### src/rtl/ddr3_arb_pkg.sv
// Shared constants for the DDR3 RAM-port arbiter.
package ddr3_arb_pkg;

  localparam int unsigned DATA_W = 128;
  localparam int unsigned STRB_W = DATA_W / 8;
  localparam int unsigned ADDR_W = 32;

endpackage

### src/rtl/ddr3_arb_fifo.sv
// Grant-index FIFO: remembers which requester owns each outstanding RAM request.
module ddr3_arb_fifo #(
  parameter int unsigned WIDTH   = 1,
  parameter int unsigned DEPTH   = 8,
  parameter int unsigned DEPTH_W = 3
) (
  input  logic               clk_i,
  input  logic               rst_i,
  input  logic               push_i,
  input  logic [WIDTH-1:0]   wdata_i,
  input  logic               pop_i,
  output logic [WIDTH-1:0]   rdata_o,
  output logic               full_o,
  output logic               empty_o,
  output logic [DEPTH_W:0]   count_o
);

  logic [WIDTH-1:0]   mem_q [DEPTH];
  logic [DEPTH_W-1:0] wr_ptr_q;
  logic [DEPTH_W-1:0] rd_ptr_q;
  logic [DEPTH_W:0]   count_q;
  logic               do_push;
  logic               do_pop;

  assign full_o  = (count_q == (DEPTH_W + 1)'(DEPTH));
  assign empty_o = (count_q == '0);
  assign count_o = count_q;
  assign rdata_o = mem_q[rd_ptr_q];

  // Full is judged on the pre-pop count, so a full FIFO refuses a push even while popping.
  assign do_push = push_i & ~full_o;
  assign do_pop  = pop_i & ~empty_o;

  // Pointer and occupancy bookkeeping; pointers wrap naturally at DEPTH.
  always_ff @(posedge clk_i or posedge rst_i) begin
    if (rst_i) begin
      wr_ptr_q <= '0;
      rd_ptr_q <= '0;
      count_q  <= '0;
    end else begin
      if (do_push) wr_ptr_q <= wr_ptr_q + 1'b1;
      if (do_pop)  rd_ptr_q <= rd_ptr_q + 1'b1;
      if (do_push && !do_pop) begin
        count_q <= count_q + 1'b1;
      end else if (do_pop && !do_push) begin
        count_q <= count_q - 1'b1;
      end
    end
  end

  // Storage array; contents need no reset since count gates every read.
  always_ff @(posedge clk_i) begin
    if (do_push) mem_q[wr_ptr_q] <= wdata_i;
  end

endmodule

### src/rtl/ddr3_ram_arb.sv
// Round-robin arbiter sharing one DDR3 simple RAM port between NUM_REQ requesters.
module ddr3_ram_arb
  import ddr3_arb_pkg::*;
#(
  parameter int unsigned NUM_REQ     = 2,
  parameter int unsigned IDX_W       = 1,
  parameter int unsigned DATA_W      = ddr3_arb_pkg::DATA_W,
  parameter int unsigned OUTSTANDING = 8,
  parameter int unsigned OUT_W       = 3
) (
  input  logic                          clk_i,
  input  logic                          rst_i,
  input  logic [NUM_REQ-1:0]            req_rd_i,
  input  logic [NUM_REQ*DATA_W/8-1:0]   req_wr_i,
  input  logic [NUM_REQ*ADDR_W-1:0]     req_addr_i,
  input  logic [NUM_REQ*DATA_W-1:0]     req_wdata_i,
  output logic [NUM_REQ-1:0]            req_accept_o,
  output logic [NUM_REQ-1:0]            req_ack_o,
  output logic [DATA_W-1:0]             req_rdata_o,
  output logic                          ram_rd_o,
  output logic [DATA_W/8-1:0]           ram_wr_o,
  output logic [ADDR_W-1:0]             ram_addr_o,
  output logic [DATA_W-1:0]             ram_wdata_o,
  input  logic                          ram_accept_i,
  input  logic                          ram_ack_i,
  input  logic [DATA_W-1:0]             ram_rdata_i,
  output logic                          busy_o,
  output logic                          err_o
);

  localparam int unsigned SW = DATA_W / 8;

  // First valid requester at or above ptr, else the lowest valid one (wrap-around).
  function automatic logic [IDX_W-1:0] rr_pick(input logic [NUM_REQ-1:0] valid,
                                               input logic [IDX_W-1:0]   ptr);
    logic [IDX_W-1:0] first_any;
    logic [IDX_W-1:0] first_hi;
    logic             hi_found;
    first_any = ptr;
    first_hi  = ptr;
    hi_found  = 1'b0;
    for (int j = NUM_REQ - 1; j >= 0; j--) begin
      if (valid[j]) first_any = IDX_W'(j);
      if (valid[j] && (j >= 32'(ptr))) begin
        first_hi = IDX_W'(j);
        hi_found = 1'b1;
      end
    end
    return hi_found ? first_hi : first_any;
  endfunction

  logic [NUM_REQ-1:0] valid;
  logic [IDX_W-1:0]   grant;
  logic [IDX_W-1:0]   head;
  logic [IDX_W-1:0]   rr_ptr_q;
  logic [IDX_W-1:0]   lock_idx_q;
  logic               lock_q;
  logic               err_q;
  logic               presented;
  logic               acc;
  logic               pop;
  logic               full;
  logic               empty;
  logic [OUT_W:0]     count;

  // A requester is valid when it asks for a read or drives any write strobe.
  always_comb begin
    valid = '0;
    for (int r = 0; r < NUM_REQ; r++) begin
      valid[r] = req_rd_i[r] | (|req_wr_i[r*SW +: SW]);
    end
  end

  // A stalled request keeps the port until accepted, so the core sees a stable request.
  assign grant     = lock_q ? lock_idx_q : rr_pick(valid, rr_ptr_q);
  assign presented = valid[grant] & ~full;
  assign acc       = ram_accept_i & presented;
  assign pop       = ram_ack_i & ~empty;

  ddr3_arb_fifo #(
    .WIDTH   (IDX_W),
    .DEPTH   (OUTSTANDING),
    .DEPTH_W (OUT_W)
  ) u_fifo (
    .clk_i   (clk_i),
    .rst_i   (rst_i),
    .push_i  (acc),
    .wdata_i (grant),
    .pop_i   (pop),
    .rdata_o (head),
    .full_o  (full),
    .empty_o (empty),
    .count_o (count)
  );

  // Forward the granted request to the core and route accept/ack back; all quiet in reset.
  always_comb begin
    ram_rd_o     = 1'b0;
    ram_wr_o     = '0;
    ram_addr_o   = '0;
    ram_wdata_o  = '0;
    req_accept_o = '0;
    req_ack_o    = '0;
    req_rdata_o  = '0;
    if (!rst_i) begin
      if (presented) begin
        ram_rd_o    = req_rd_i[grant];
        ram_wr_o    = req_wr_i[32'(grant)*SW +: SW];
        ram_addr_o  = req_addr_i[32'(grant)*ADDR_W +: ADDR_W];
        ram_wdata_o = req_wdata_i[32'(grant)*DATA_W +: DATA_W];
      end
      if (acc) req_accept_o[grant] = 1'b1;
      if (pop) req_ack_o[head] = 1'b1;
      req_rdata_o = ram_rdata_i;
    end
  end

  assign busy_o = (count != '0);
  assign err_o  = err_q;

  // Round-robin pointer, request lock and sticky empty-ack error.
  always_ff @(posedge clk_i or posedge rst_i) begin
    if (rst_i) begin
      rr_ptr_q   <= '0;
      lock_q     <= 1'b0;
      lock_idx_q <= '0;
      err_q      <= 1'b0;
    end else begin
      if (acc) begin
        rr_ptr_q <= (grant == IDX_W'(NUM_REQ - 1)) ? '0 : grant + 1'b1;
      end
      lock_q <= presented & ~acc;
      if (presented && !acc) lock_idx_q <= grant;
      if (ram_ack_i && empty) err_q <= 1'b1;
    end
  end

endmodule

### config.mk
export PLATFORM = sky130hd
export DESIGN_NAME = ddr3_ram_arb
export DESIGN_NICKNAME = d
export VERILOG_FILES = /design/src/rtl/ddr3_arb_pkg.sv /design/src/rtl/ddr3_arb_fifo.sv /design/src/rtl/ddr3_ram_arb.sv
export SDC_FILE = /design/constraint.sdc
export NUM_CORES = 1
export LEC_CHECK = 0
export CAP_MARGIN = 20
export CORE_AREA = 2 2 307 309
export DETAILED_ROUTE_END_ITERATION = 16
export DIE_AREA = 0 0 309 311
export GPL_TIMING_DRIVEN = 0
export PLACE_DENSITY_LB_ADDON = 0.25
export REMOVE_ABC_BUFFERS = 1
export SKIP_LAST_GASP = 1
export SLEW_MARGIN = 20
export SYNTH_ARGS = -nofsm -noshare
export SYNTH_HDL_FRONTEND = slang
export SYNTH_SLANG_ARGS = --single-unit
### constraint.sdc
create_clock -name clk_i -period 3.3 [get_ports clk_i]
set_input_delay 0.825 -clock clk_i [delete_from_list [all_inputs] [get_ports clk_i]]
set_output_delay 0.825 -clock clk_i [all_outputs]
set_load 0.01 [all_outputs]
### Yosys cells after proc, flatten, opt, wreduce, memory -nomap -nowiden

Memories as Yosys holds them, arrays and structs flattened.
Cells that the tools add are included.

* flip-flop bits (word level): 14
* memory bits (writable): 8
* memories: 1

Memory list
* u_fifo.mem_q: depth 8, width 1, rd ports 1, clocked after memory_dff 0, write ports 1, RTL line ddr3_arb_fifo.sv:18 `logic [WIDTH-1:0] mem_q [DEPTH];`

* bitwise logic cells: 11
* shifts and indexed selects: 3
* add/sub/neg operators: 5
* reductions and logical operators: 15
* multiplexer cells: 33
* eq/ne operators: 1
* order comparisons: 5

Operators by type and width (count)
* $mux 128: 3
* $shiftx 256x9->128: 1
* $mux 32: 2
* $shiftx 64x7->32: 1
* $mux 16: 2
* $reduce_or 16->1: 2
* $shiftx 32x6->16: 1
* $mux 1: 18
* $mux 2: 4
* $mux 4: 2
* $logic_and 1x1->1: 7
* $add 3x1->3 const B: 2
* $and 1x1->1: 6
* $add 4x1->4 const B: 1
* $eq 4x4->1 const B: 1
* $logic_not 4->1: 1
* $lt 1x2->1 const B: 2
* $reduce_bool 4->1: 1
* $sub 4x1->4 const B: 1
* $logic_not 1->1: 3
* $not 1->1: 3
* $demux 1 s1: 2
* $ge 1x1->1 const B: 2
* $or 1x1->1: 2
* 3 further kinds: 3

### Longest topological paths before layout

Gate-level depths: netlist (run 1).

* depth in word-level cells: 15
* gate-level depth with buffers: 14

### Hierarchy

From an unflattened synthesis (run 1), not the netlist that was laid out.

* cells, all modules: 933
* area, all modules: 6134.6 µm²

Modules (own cells, without submodules)
* ddr3_ram_arb: area each 5172.5 µm², times used 1, cells each 858
* ddr3_arb_fifo: area each 962.2 µm², times used 1, cells each 75

### Worst setup path before layout (run 1)

Ideal clock, no wire load.

* path type: input-to-output
* from: input req_wr_i[4]
* to: output ram_wr_o[10]
* path buffers: 2
* stages on the path: 9
* data required time: 2.475 ns
* arrival time: 2.412 ns
* path slack: 0.063 ns
* path through: nor4_1 > and3_1 > a2111o_1 > o221ai_1 > buf_6 > inv_2 > clkbuf_1 > nand2_1 > a21oi_1

* cells in the longest elaborated chain, start to end: 11
* elaborated cells between the ends (all ways): 14
* those cells by class: shift: 1; mux: 9; bitwise: 2; reduce/logical: 2

RTL lines
* start, declared: RTL line ddr3_ram_arb.sv:14 `input logic [NUM_REQ*DATA_W/8-1:0] req_wr_i,`
* $reduce_or 16->1 (*): RTL line ddr3_ram_arb.sv:70 `valid[r] = req_rd_i[r] | (|req_wr_i[r*SW +: SW]);`
* $or 1x1->1 (*): RTL line ddr3_ram_arb.sv:70
* $logic_and 1x1->1: RTL line ddr3_ram_arb.sv:44 `if (valid[j] && (j >= 32'(ptr))) begin`
* $mux 1: RTL line ddr3_ram_arb.sv:44
* $mux 1 (*): RTL line ddr3_ram_arb.sv:49 `return hi_found ? first_hi : first_any;`
* $mux 1 (*): RTL line ddr3_ram_arb.sv:75 `assign grant = lock_q ? lock_idx_q : rr_pick(valid, rr_ptr_q);`
* net grant: RTL line ddr3_ram_arb.sv:53 `logic [IDX_W-1:0] grant;`
* parallel branches: the longest is 3 deep, another holds $shiftx 32x6->16
* $mux 16 (*): RTL line ddr3_ram_arb.sv:106 `if (presented) begin`
* $mux 16 (*): RTL line ddr3_ram_arb.sv:105 `if (!rst_i) begin`
* end, declared: RTL line ddr3_ram_arb.sv:21 `output logic [DATA_W/8-1:0] ram_wr_o,`

Mark *: on every way through the listed nets, which the timed path passes. The select of a mux whose other input is x is not followed.

### Worst setup path in the final report (run 1)

* from: input req_wr_i[27]
* to: output ram_wdata_o[63]

* cells in the longest elaborated chain, start to end: 11
* elaborated cells between the ends (all ways): 15
* those cells by class: shift: 1; mux: 11; bitwise: 2; reduce/logical: 1

RTL lines
* $reduce_or 16->1 (*): RTL line ddr3_ram_arb.sv:70
* $or 1x1->1 (*): RTL line ddr3_ram_arb.sv:70
* parallel branches: the longest is 7 deep, another holds $shiftx 256x9->128
* $mux 128 (*): RTL line ddr3_ram_arb.sv:106
* $mux 128 (*): RTL line ddr3_ram_arb.sv:105
* end, declared: RTL line ddr3_ram_arb.sv:23 `output logic [DATA_W-1:0] ram_wdata_o,`

Every way passes the cells marked *. The select of a mux whose other input is x is not followed.

==> results of run 1 <==
what timing repair did:
item	CTS	global route
pin swaps	30	53
gates cloned	12	6
endpoints found under the setup margin	185	184
resized for setup	630	323
hold buffers	0	0
buffers inserted	40	85
cells in the mapped netlist, types with 2 or more instances:
cell type,number,share of area (%)
sky130_fd_sc_hd__a21oi_1,18,1.9
sky130_fd_sc_hd__and3_1,2,0.26
sky130_fd_sc_hd__buf_12,11,4.5
sky130_fd_sc_hd__buf_2,16,1.7
sky130_fd_sc_hd__buf_4,6,0.93
sky130_fd_sc_hd__buf_6,2,0.46
sky130_fd_sc_hd__clkbuf_1,20,1.5
sky130_fd_sc_hd__dfrtp_1,14,7.2
sky130_fd_sc_hd__edfxtp_1,8,5.0
sky130_fd_sc_hd__ha_1,5,1.3
sky130_fd_sc_hd__inv_1,5,0.39
sky130_fd_sc_hd__mux2_2,5,1.2
sky130_fd_sc_hd__mux2i_1,161,33
sky130_fd_sc_hd__mux4_2,2,0.93
sky130_fd_sc_hd__nand2_1,41,3.2
sky130_fd_sc_hd__nand2b_1,2,0.26
sky130_fd_sc_hd__nand3_1,4,0.41
sky130_fd_sc_hd__nand4_1,2,0.26
sky130_fd_sc_hd__nor2_1,166,13
sky130_fd_sc_hd__nor2b_1,128,17
sky130_fd_sc_hd__nor3_1,11,1.1
sky130_fd_sc_hd__nor3b_1,2,0.31
sky130_fd_sc_hd__nor4_1,9,1.2
sky130_fd_sc_hd__xnor2_1,7,1.3
kinds of logic (layout without fill, tap and decap cells):
group                      count (synthesis)  after routing  synth area share [%]
muxes                                    168            168                 35.34
xor gates and xnor gates                   8              8                 1.446
AOI/OAI and AO/OA                         23             23                 2.685
other                                      0              7                     0
adders and majority gates                  6              6                 1.704
buffers and inverters                     61            955                 9.602
and+or+nand+nor                          371            371                 37.04
DFF                                       22             22                 12.18
report_power, final:
group          switching [mW]  internal (mW)
sequential              0.131          0.404
combinational            3.08           4.14
clock                   0.108          0.241
layout by cell type (no fill, tap or decap), types with 6 or more instances in the layout:
cell                              count
sky130_fd_sc_hd__buf_16              24
sky130_fd_sc_hd__diode_2              7
sky130_fd_sc_hd__buf_2              121
sky130_fd_sc_hd__edfxtp_1             8
sky130_fd_sc_hd__mux2i_2              6
sky130_fd_sc_hd__buf_8               18
sky130_fd_sc_hd__mux2i_4             13
sky130_fd_sc_hd__clkdlybuf4s15_2     12
sky130_fd_sc_hd__nand2_1             40
sky130_fd_sc_hd__dfrtp_1             14
sky130_fd_sc_hd__nor2b_1            128
sky130_fd_sc_hd__buf_4               90
sky130_fd_sc_hd__buf_6               30
sky130_fd_sc_hd__mux2i_1            142
sky130_fd_sc_hd__buf_12              15
sky130_fd_sc_hd__nor4_4               7
sky130_fd_sc_hd__nor2_1             155
sky130_fd_sc_hd__dlymetal6s2s_1      16
sky130_fd_sc_hd__xnor2_1              7
sky130_fd_sc_hd__nor2_2               9
sky130_fd_sc_hd__a21oi_1             14
sky130_fd_sc_hd__clkdlybuf4s50_1    586
sky130_fd_sc_hd__clkbuf_16            9
sky130_fd_sc_hd__nor3_1               7
sky130_fd_sc_hd__clkbuf_2            19
state kept, by name, indices dropped and copies added, names as in the netlist:
name             cells
u_fifo.mem_q         8
u_fifo.count_o       4
u_fifo.rd_ptr_q      3
u_fifo.wr_ptr_q      3
err_o                1
lock_idx_q           1
lock_q               1
rr_ptr_q             1
stage by stage:
step	cells	cell area (um2)	hold WS, ns	util (%)	power [mW]
after floorplan	604	4404	0.4543	-	2.597
after global placement	2654	13940	0.4707	15.03	4.491
after detailed placement	2671	14450	0.4789	15.57	6.116
after CTS	2727	15200	0.4904	16.39	7.452
after global routing	2807	15990	0.5094	17.23	8.631
final	2814	16010	0.4908	17.25	8.110
final timing paths:
path                       cells past startpoint  slack, ns                 end
min                                            1       0.49   u_fifo.count_o[3]
min in group asynchronous                      2       0.80              lock_q
max in group asynchronous                      2       2.02  u_fifo.rd_ptr_q[2]
max reg2reg                                   15       0.36   u_fifo.count_o[3]
min reg2reg                                    1       0.49   u_fifo.count_o[3]
max                                           17      -1.12     ram_wdata_o[63]
layer usage:
layer  share of wire, %  track usage [%]  vias to the layer above
met5               0.23                0                        -
met4               0.73            1.092                       18
met3                9.7            3.814                       52
met2                 52            20.59                      485
met1                 38            12.19                     3969
li1                   -                -                     3997
final cells by class:
cell class,count,area (um2)
diodes,7,17.52
clock buffers,3,75.07
clock inverters,1,30.03
fillers,10508,76760
inverters,6,38.79
multi-input cells,576,4265
flip-flops and latches,22,590.6
well taps,1254,1569
repair buffers,945,9419
==> run summary, run 1 <==
The flow ran to the end, but the final reports show violations. The final reports fail on setup timing. The average cell area after synthesis came out at about 7.4 um2. The top fanout value on the critical path came out at 6. The vertical extent of the die is just over 300 um.

The total DRC errors in the routed layout came out at 0. In the synthesized netlist, the number of instances is 659. The synthesized netlist occupies a cell area of ~4800 um2. The number of warnings reported in the yosys synthesis log came out at 0. The wire length of the first global-routing pass came out at ~73 mm. The clock net sink count is 22. The final critical-path required period is about 4.4 ns. The clock passes through at most 2 buffers. The number of global-route vias before repair came out at about 8600. The global router's overall resource usage came out at 11.00%.

The worst setup path is launched from a primary input. The count of pins over their slew limit came out at 0. The worst min-delay path class is flip-flop to flip-flop.

The critical path starts at req_wr_i[27]. Relative to the synthesized area, the layout overhead comes to 230.2%. The ratio of routed vias to standard cells is 3.028. At the pin with the least slew margin, the transition time is 0.7446 ns. The clock transition at the register clock pins on the worst setup and hold paths after CTS came out at about 0.060 ns. Dividing total power by cell area gives a power density of about 510 nW/um2. In this run, synthesis inferred 8 flip-flops with an integrated enable. The post-detailed-routing wire length came out at 58.00 mm. The total overflow left after global routing is 0. The number of ports placed on the die boundary came out at roughly 800.

Broken down by cell family, the worst path's largest delay share belongs to buffers and inverters. The initial cell density of the core came out at under 10%. The number of violations of the max-capacitance limit came out at 0. The initial antenna violation count came out at 30. The maximum cell stage delay along the critical path came out at between 0.4 and 0.5 ns. Of the cells placed in the final design, the portion with a size suffix greater than 1 is between 20% and 30%. The worst setup slack after placement is -2.818 ns.

The first-pass iteration count of the detailed router is 5. VDD sags by at most 0.2986 mV. The pin count of the biggest net entering global routing came out at around 110. The most used flip-flop cell after synthesis is sky130_fd_sc_hd__dfrtp_1. The horizontal die dimension came out at 309 um.

CTS built an H-tree with a depth of 1. The number of cell rows came out at ~110. The critical path contains buffers and inverters numbering 11 combined.

At the end of the flow, the number of nets in the layout was roughly 2000. Summing over every cut layer, the via total after detailed routing is approximately 8500. Routability-driven placement finished with a final weighted congestion of between 0.8 and 0.9. The max-slew headroom at the worst pin came out at just over 50%. The final hold violation count came out at 0. STA classifies the critical path endpoint as an output port.

The first routing iteration left around 230 violations. The total setup violations reported at the end of the flow is 181. On the critical path, the stage with the largest delay is an instance of sky130_fd_sc_hd__a2111o_1.

The share of synthesized flip-flops with an asynchronous set or reset came out at 63.64%. Dividing the final minimum period by the clock period gives 134.1%. The root cell of the clock tree is sky130_fd_sc_hd__clkbuf_16. The number of flip-flops and latches in the synthesized netlist is 22. The number of buffers created by CTS came out at 3. The startpoint identified for the worst register-to-register timing path is lock_q.

The worst hold path begins at u_fifo.count_o[3]. The most common cell type on the critical path is sky130_fd_sc_hd__buf_16. Setup repair after global routing could not meet its margin everywhere. The number of distinct standard cells referenced by the synthesized netlist is 36. The estimated wirelength of the detail-placed design came out at between 40 and 50 mm. Traced cell by cell, the critical path runs through clkbuf_2 -> nor4_4 -> nand2_1 -> a2111o_1 -> o221ai_4 -> clkbuf_16 -> buf_16 -> buf_16 -> buf_16 -> buf_16 -> buf_16 -> buf_16 -> buf_16 -> buf_16 -> mux2i_4 -> nor2_1 -> buf_2. The proportion of synthesized chip area in sequential cells came out at roughly an eighth. The fmax came out at 226.0 MHz. The arrival time at the worst endpoint is 3.60 ns.

For the worst setup path, the data required time is approximately 2.5 ns. The clock latency on the worst-skew pair came out at roughly 0.26 ns. Setup slack on the critical path of the routed design comes to -1.125 ns. The post-route antenna net violation count came out at 0. The overall die area is about 96000 um2. The setup clock skew after layout is about 0.0035 ns. The mean routed wirelength per cell came out at 20.61 um. The TritonCTS clock tree is done. The leakage power is roughly 6.7 nW. The setup TNS is -140.42 ns. The worst setup path is of the primary input to output port kind. The number of buffer cells added on primary ports is a little under 800.

The core box area came out at about 93000 um2.
No activity file was read; power rests on OpenSTA's default activity.
==> run 2, diff against run 1 <==
- SLEW_MARGIN: 20 -> default
- clock period: 3.3 -> 5 ns (I/O delays scaled with it)
==> run summary, run 2 (synthesis results as in run 1) <==
The critical path is of the primary input to output port type. The register containing the most flip-flops in the final layout is u_fifo.mem_q. The share of total power consumed by net switching was 41.22% (+0.29 points). The run finished, with violations left. The total DRC errors in the routed layout is 0 (unchanged). The endpoint identified for the worst register-to-register timing path is u_fifo.count_o[3]. The number of buffers created by CTS was 3 (unchanged).

The worst register-to-register path begins at lock_q. The core box area is 92770 um2 (unchanged). The final hold violation count is 0 (unchanged). The estimated wirelength of the detail-placed design came out at 48.13 mm (-0.63%). Setup repair after global routing could not meet its margin everywhere.

The wire length on met2 is 28.99 mm (-3.0%). The total power came out at 5.032 mW (-38%). The worst setup path is launched from a primary input. The required time reported for the critical path endpoint is 3.75 ns (+1.28 ns). The post-route core utilization is 16.73% (-0.52 points). The net load switching power came to 2.074 mW (-38%). The checks that failed: setup timing. The length of routed met3 wiring came to 5.450 mm (-3.4%). The end point of the critical path is ram_wdata_o[76].

The count of pins over their slew limit is 0 (unchanged). The number of global-route vias before repair came to 8593 (+0.12%). The count of buffering cells on the critical path with inverters included came out at 12 (+1). The total setup violations reported at the end of the flow came out at 110 (-39%). The number of ports placed on the die boundary is 797 (unchanged). The sequential fraction of design power was 7.0% (+0.4 points).

The post-detailed-routing wire length is 56.79 mm (-2.1%). The number of vias in the routed layout came out at 8277 (-2.9%). The fill cell instance count of the final layout is 10503 (-0.048%). The fraction of final layout cells with drive strength greater than 1 is 17.32% (-8.6 points). The total global routing overflow came out at 0 (unchanged). The H-tree depth came to 1 (unchanged).

The fmax came out at between 150 and 200 MHz. The logic gate share of total power is 88.5% (-0.6 points). The post-route antenna net violation count was 0 (unchanged).

The initial DRC count was 193 (-15%). The clock latency on the worst-skew pair was 0.26 ns (about the same). The logic depth of the worst register-to-register path is 15 (unchanged). The initial antenna violation count is 27 (-10%). The first-pass iteration count of the detailed router is 4 (-1). The largest individual stage delay along the critical path comes from the cell sky130_fd_sc_hd__a2111o_1. The clock net sink count came out at 22 (unchanged). The TritonCTS clock tree is done.

The number of cell rows was 112 (unchanged). The initial cell density of the core was 5.225% (unchanged). The capturing element type of the critical path is an output port. The ratio of routed vias to standard cells was 2.995 (-1.1%). The critical path goes through buf_2 -> nor4_4 -> nand3_2 -> buf_6 -> a2111o_1 -> o221ai_4 -> buf_12 -> buf_16 -> buf_16 -> buf_16 -> buf_16 -> buf_16 -> buf_16 -> buf_12 -> buf_6 -> mux2i_4 -> nor2_1 -> buf_2. The arrival time at the worst endpoint came to 4.04 ns (+0.44 ns).

The leakage power came out at 6.370 nW (-4.7%). The maximum number of buffers from clock root to sink came out at 2 (unchanged). The layout overhead on the synthesized area came out at 220.2%. The power density over the cells is 324.2 nW/um2 (-36%). The clock transition at the register clock pins on the worst setup and hold paths after CTS is 0.06 ns (about the same). The total routed wire length on the met1 layer came to 21.73 mm (-0.85%).

The maximum ir drop on the vdd rail came to 0.1552 mV (-48%). The worst-margin pin slew is 0.5425 ns (-0.2022 ns). The post-route worst setup slack came out at -0.2901 ns (+0.8347 ns). The root cell of the clock tree is sky130_fd_sc_hd__clkbuf_16. The min-delay analysis places its worst path in the category flip-flop to flip-flop. The max-slew headroom at the worst pin came to 63.76% (+13 points).

The global router's overall resource usage was 11.12% (+0.12 points). The top fanout value on the critical path is 4 (-2). The final layout net count came out at 1994 (-2.5%). The number of buffer cells added on primary ports is 796 (unchanged). The final critical-path required period came out at between 5 and 6 ns. The worst path uses 105.8% of the clock period. The overall die area came out at 96100 um2 (unchanged). The pin count of the biggest net entering global routing came out at 99 (-6.6%).

The weighted congestion reported at the end of routability-driven placement came to 0.8414 (unchanged). The maximum cell stage delay along the critical path is 0.42 ns (-0.02 ns). In this design, the critical path's most frequently occurring cell is sky130_fd_sc_hd__buf_16. The number of violations of the max-capacitance limit is 0 (unchanged).

The wire length of the first global-routing pass is 73.93 mm (+1.1%). The critical path starts at req_wr_i[16]. The setup clock skew after layout is 0.002977 ns (-0.0004948 ns). The number of stages on the worst setup path is 18 (+1). The internal power contribution came out at 2.958 mW (-38%). The number of flip-flops under the largest register name is 8 (unchanged). The flop-to-flop setup slack came out at 1.91 ns (+1.55 ns).

The critical path's top delay family is buffers and inverters. The count of hold buffers inserted by post-cts repair came to 0 (unchanged). The vertical extent of the die came out at 311 um (unchanged). The mean routed wirelength per cell came out at 20.55 um (-0.31%).

Leaving out fill and tap cells, the most frequent cells in the layout are sky130_fd_sc_hd__clkdlybuf4s50_1, sky130_fd_sc_hd__nor2_1, sky130_fd_sc_hd__mux2i_1, sky130_fd_sc_hd__nor2b_1, sky130_fd_sc_hd__buf_2. The horizontal die dimension is 309 um (unchanged). The most frequent standard cell in the layout excluding fill and tap cells is sky130_fd_sc_hd__clkdlybuf4s50_1. In this run the top signal layer used is met5. The clock network power share is 4.6% (+0.3 points).
run 2: cell types whose count changed in the layout (fill, tap and decap cells not counted), moves of 7 or more:
cell / previous run / this run
sky130_fd_sc_hd__buf_4: 90 / 40
sky130_fd_sc_hd__clkbuf_2: 19 / 12
sky130_fd_sc_hd__clkdlybuf4s15_2: 12 / 2
sky130_fd_sc_hd__buf_2: 121 / 67
sky130_fd_sc_hd__dlymetal6s2s_1: 16 / 24
sky130_fd_sc_hd__buf_16: 24 / 13
sky130_fd_sc_hd__clkdlybuf4s50_1: 586 / 637
sky130_fd_sc_hd__dlygate4sd2_1: 2 / 27
run 2: how the worst min path moves through the flow:
stage                                 start                end  cells after the start
after global placement                err_o              err_o                      1
after global routing      u_fifo.count_o[3]  u_fifo.count_o[3]                      1
after CTS                             err_o              err_o                      1
after floorplan           u_fifo.count_o[3]  u_fifo.count_o[3]                      1
after detailed placement              err_o              err_o                      1
final                                 err_o              err_o                      1
run 2: what timing repair did:
| item | in CTS | in global routing |
|---|---|---|
| pin swaps | 15 | 31 |
| setup buffers | 43 | 37 |
| setup endpoints to repair | 179 | 167 |
| gates resized for setup | 471 | 138 |
| cloned | 9 | 1 |
run 2: worst register-to-register path, cell delays in order (launching register included):
cell                      delay, ns
sky130_fd_sc_hd__dfrtp_1       0.46
sky130_fd_sc_hd__inv_1         0.15
sky130_fd_sc_hd__nor4_1        0.08
sky130_fd_sc_hd__nor3_2        0.20
sky130_fd_sc_hd__buf_4         0.23
sky130_fd_sc_hd__buf_4         0.17
sky130_fd_sc_hd__nand3_2       0.29
sky130_fd_sc_hd__inv_1         0.15
sky130_fd_sc_hd__ha_1          0.19
sky130_fd_sc_hd__inv_1         0.09
sky130_fd_sc_hd__ha_1          0.28
sky130_fd_sc_hd__a21o_1        0.18
sky130_fd_sc_hd__a21oi_1       0.18
sky130_fd_sc_hd__xnor2_1       0.14
sky130_fd_sc_hd__nor2_1        0.06
sky130_fd_sc_hd__xor2_1        0.14
run 2: per-layer routing:
layer	global-route usage, %	vias up
li1	-	3900
met1	12.38	3836
met2	20.76	477
met3	3.794	50
met4	1.225	14
met5	0	-
run 2: layout make-up:
| type | instances | area (um2) | area share (%) |
|---|---|---|---|
| diodes | 9 | 22.52 | 0.1451 |
| clock buffers | 3 | 75.07 | 0.4836 |
| clock inverters | 1 | 30.03 | 0.1935 |
| inverters | 6 | 38.79 | 0.2499 |
| multi-input cells | 577 | 4177 | 26.91 |
| flip-flops and latches | 22 | 590.6 | 3.805 |
| well taps | 1254 | 1569 | 10.11 |
| repair buffers | 892 | 9020 | 58.11 |
run 2: stage by stage:
stage	setup WS (ns)	instances	instance area, um2	hold WS [ns]	TNS [ns]
2_1_floorplan	-13.18	604	4404	0.4543	-2111.57
3_3_place_gp	-23.17	2654	13940	0.4707	-3772.97
3_5_place_dp	-2.034	2667	14260	0.4715	-214.78
4_1_cts	-0.3207	2723	15060	0.4897	-13.82
5_1_grt	-0.3920	2756	15500	0.5021	-31.81
6_report	-0.2901	2764	15520	0.4860	-15.05
run 2: power groups by stage:
| stage | clock network [mW] | registers (mW) | logic (mW) |
|---|---|---|---|
| 2_1_floorplan | 0 | 0.323 | 1.82 |
| 3_3_place_gp | 0 | 0.340 | 3.10 |
| 3_5_place_dp | 0 | 0.356 | 3.51 |
| 4_1_cts | 0.240 | 0.355 | 4.21 |
| 5_1_grt | 0.246 | 0.366 | 4.76 |
| 6_report | 0.230 | 0.350 | 4.45 |
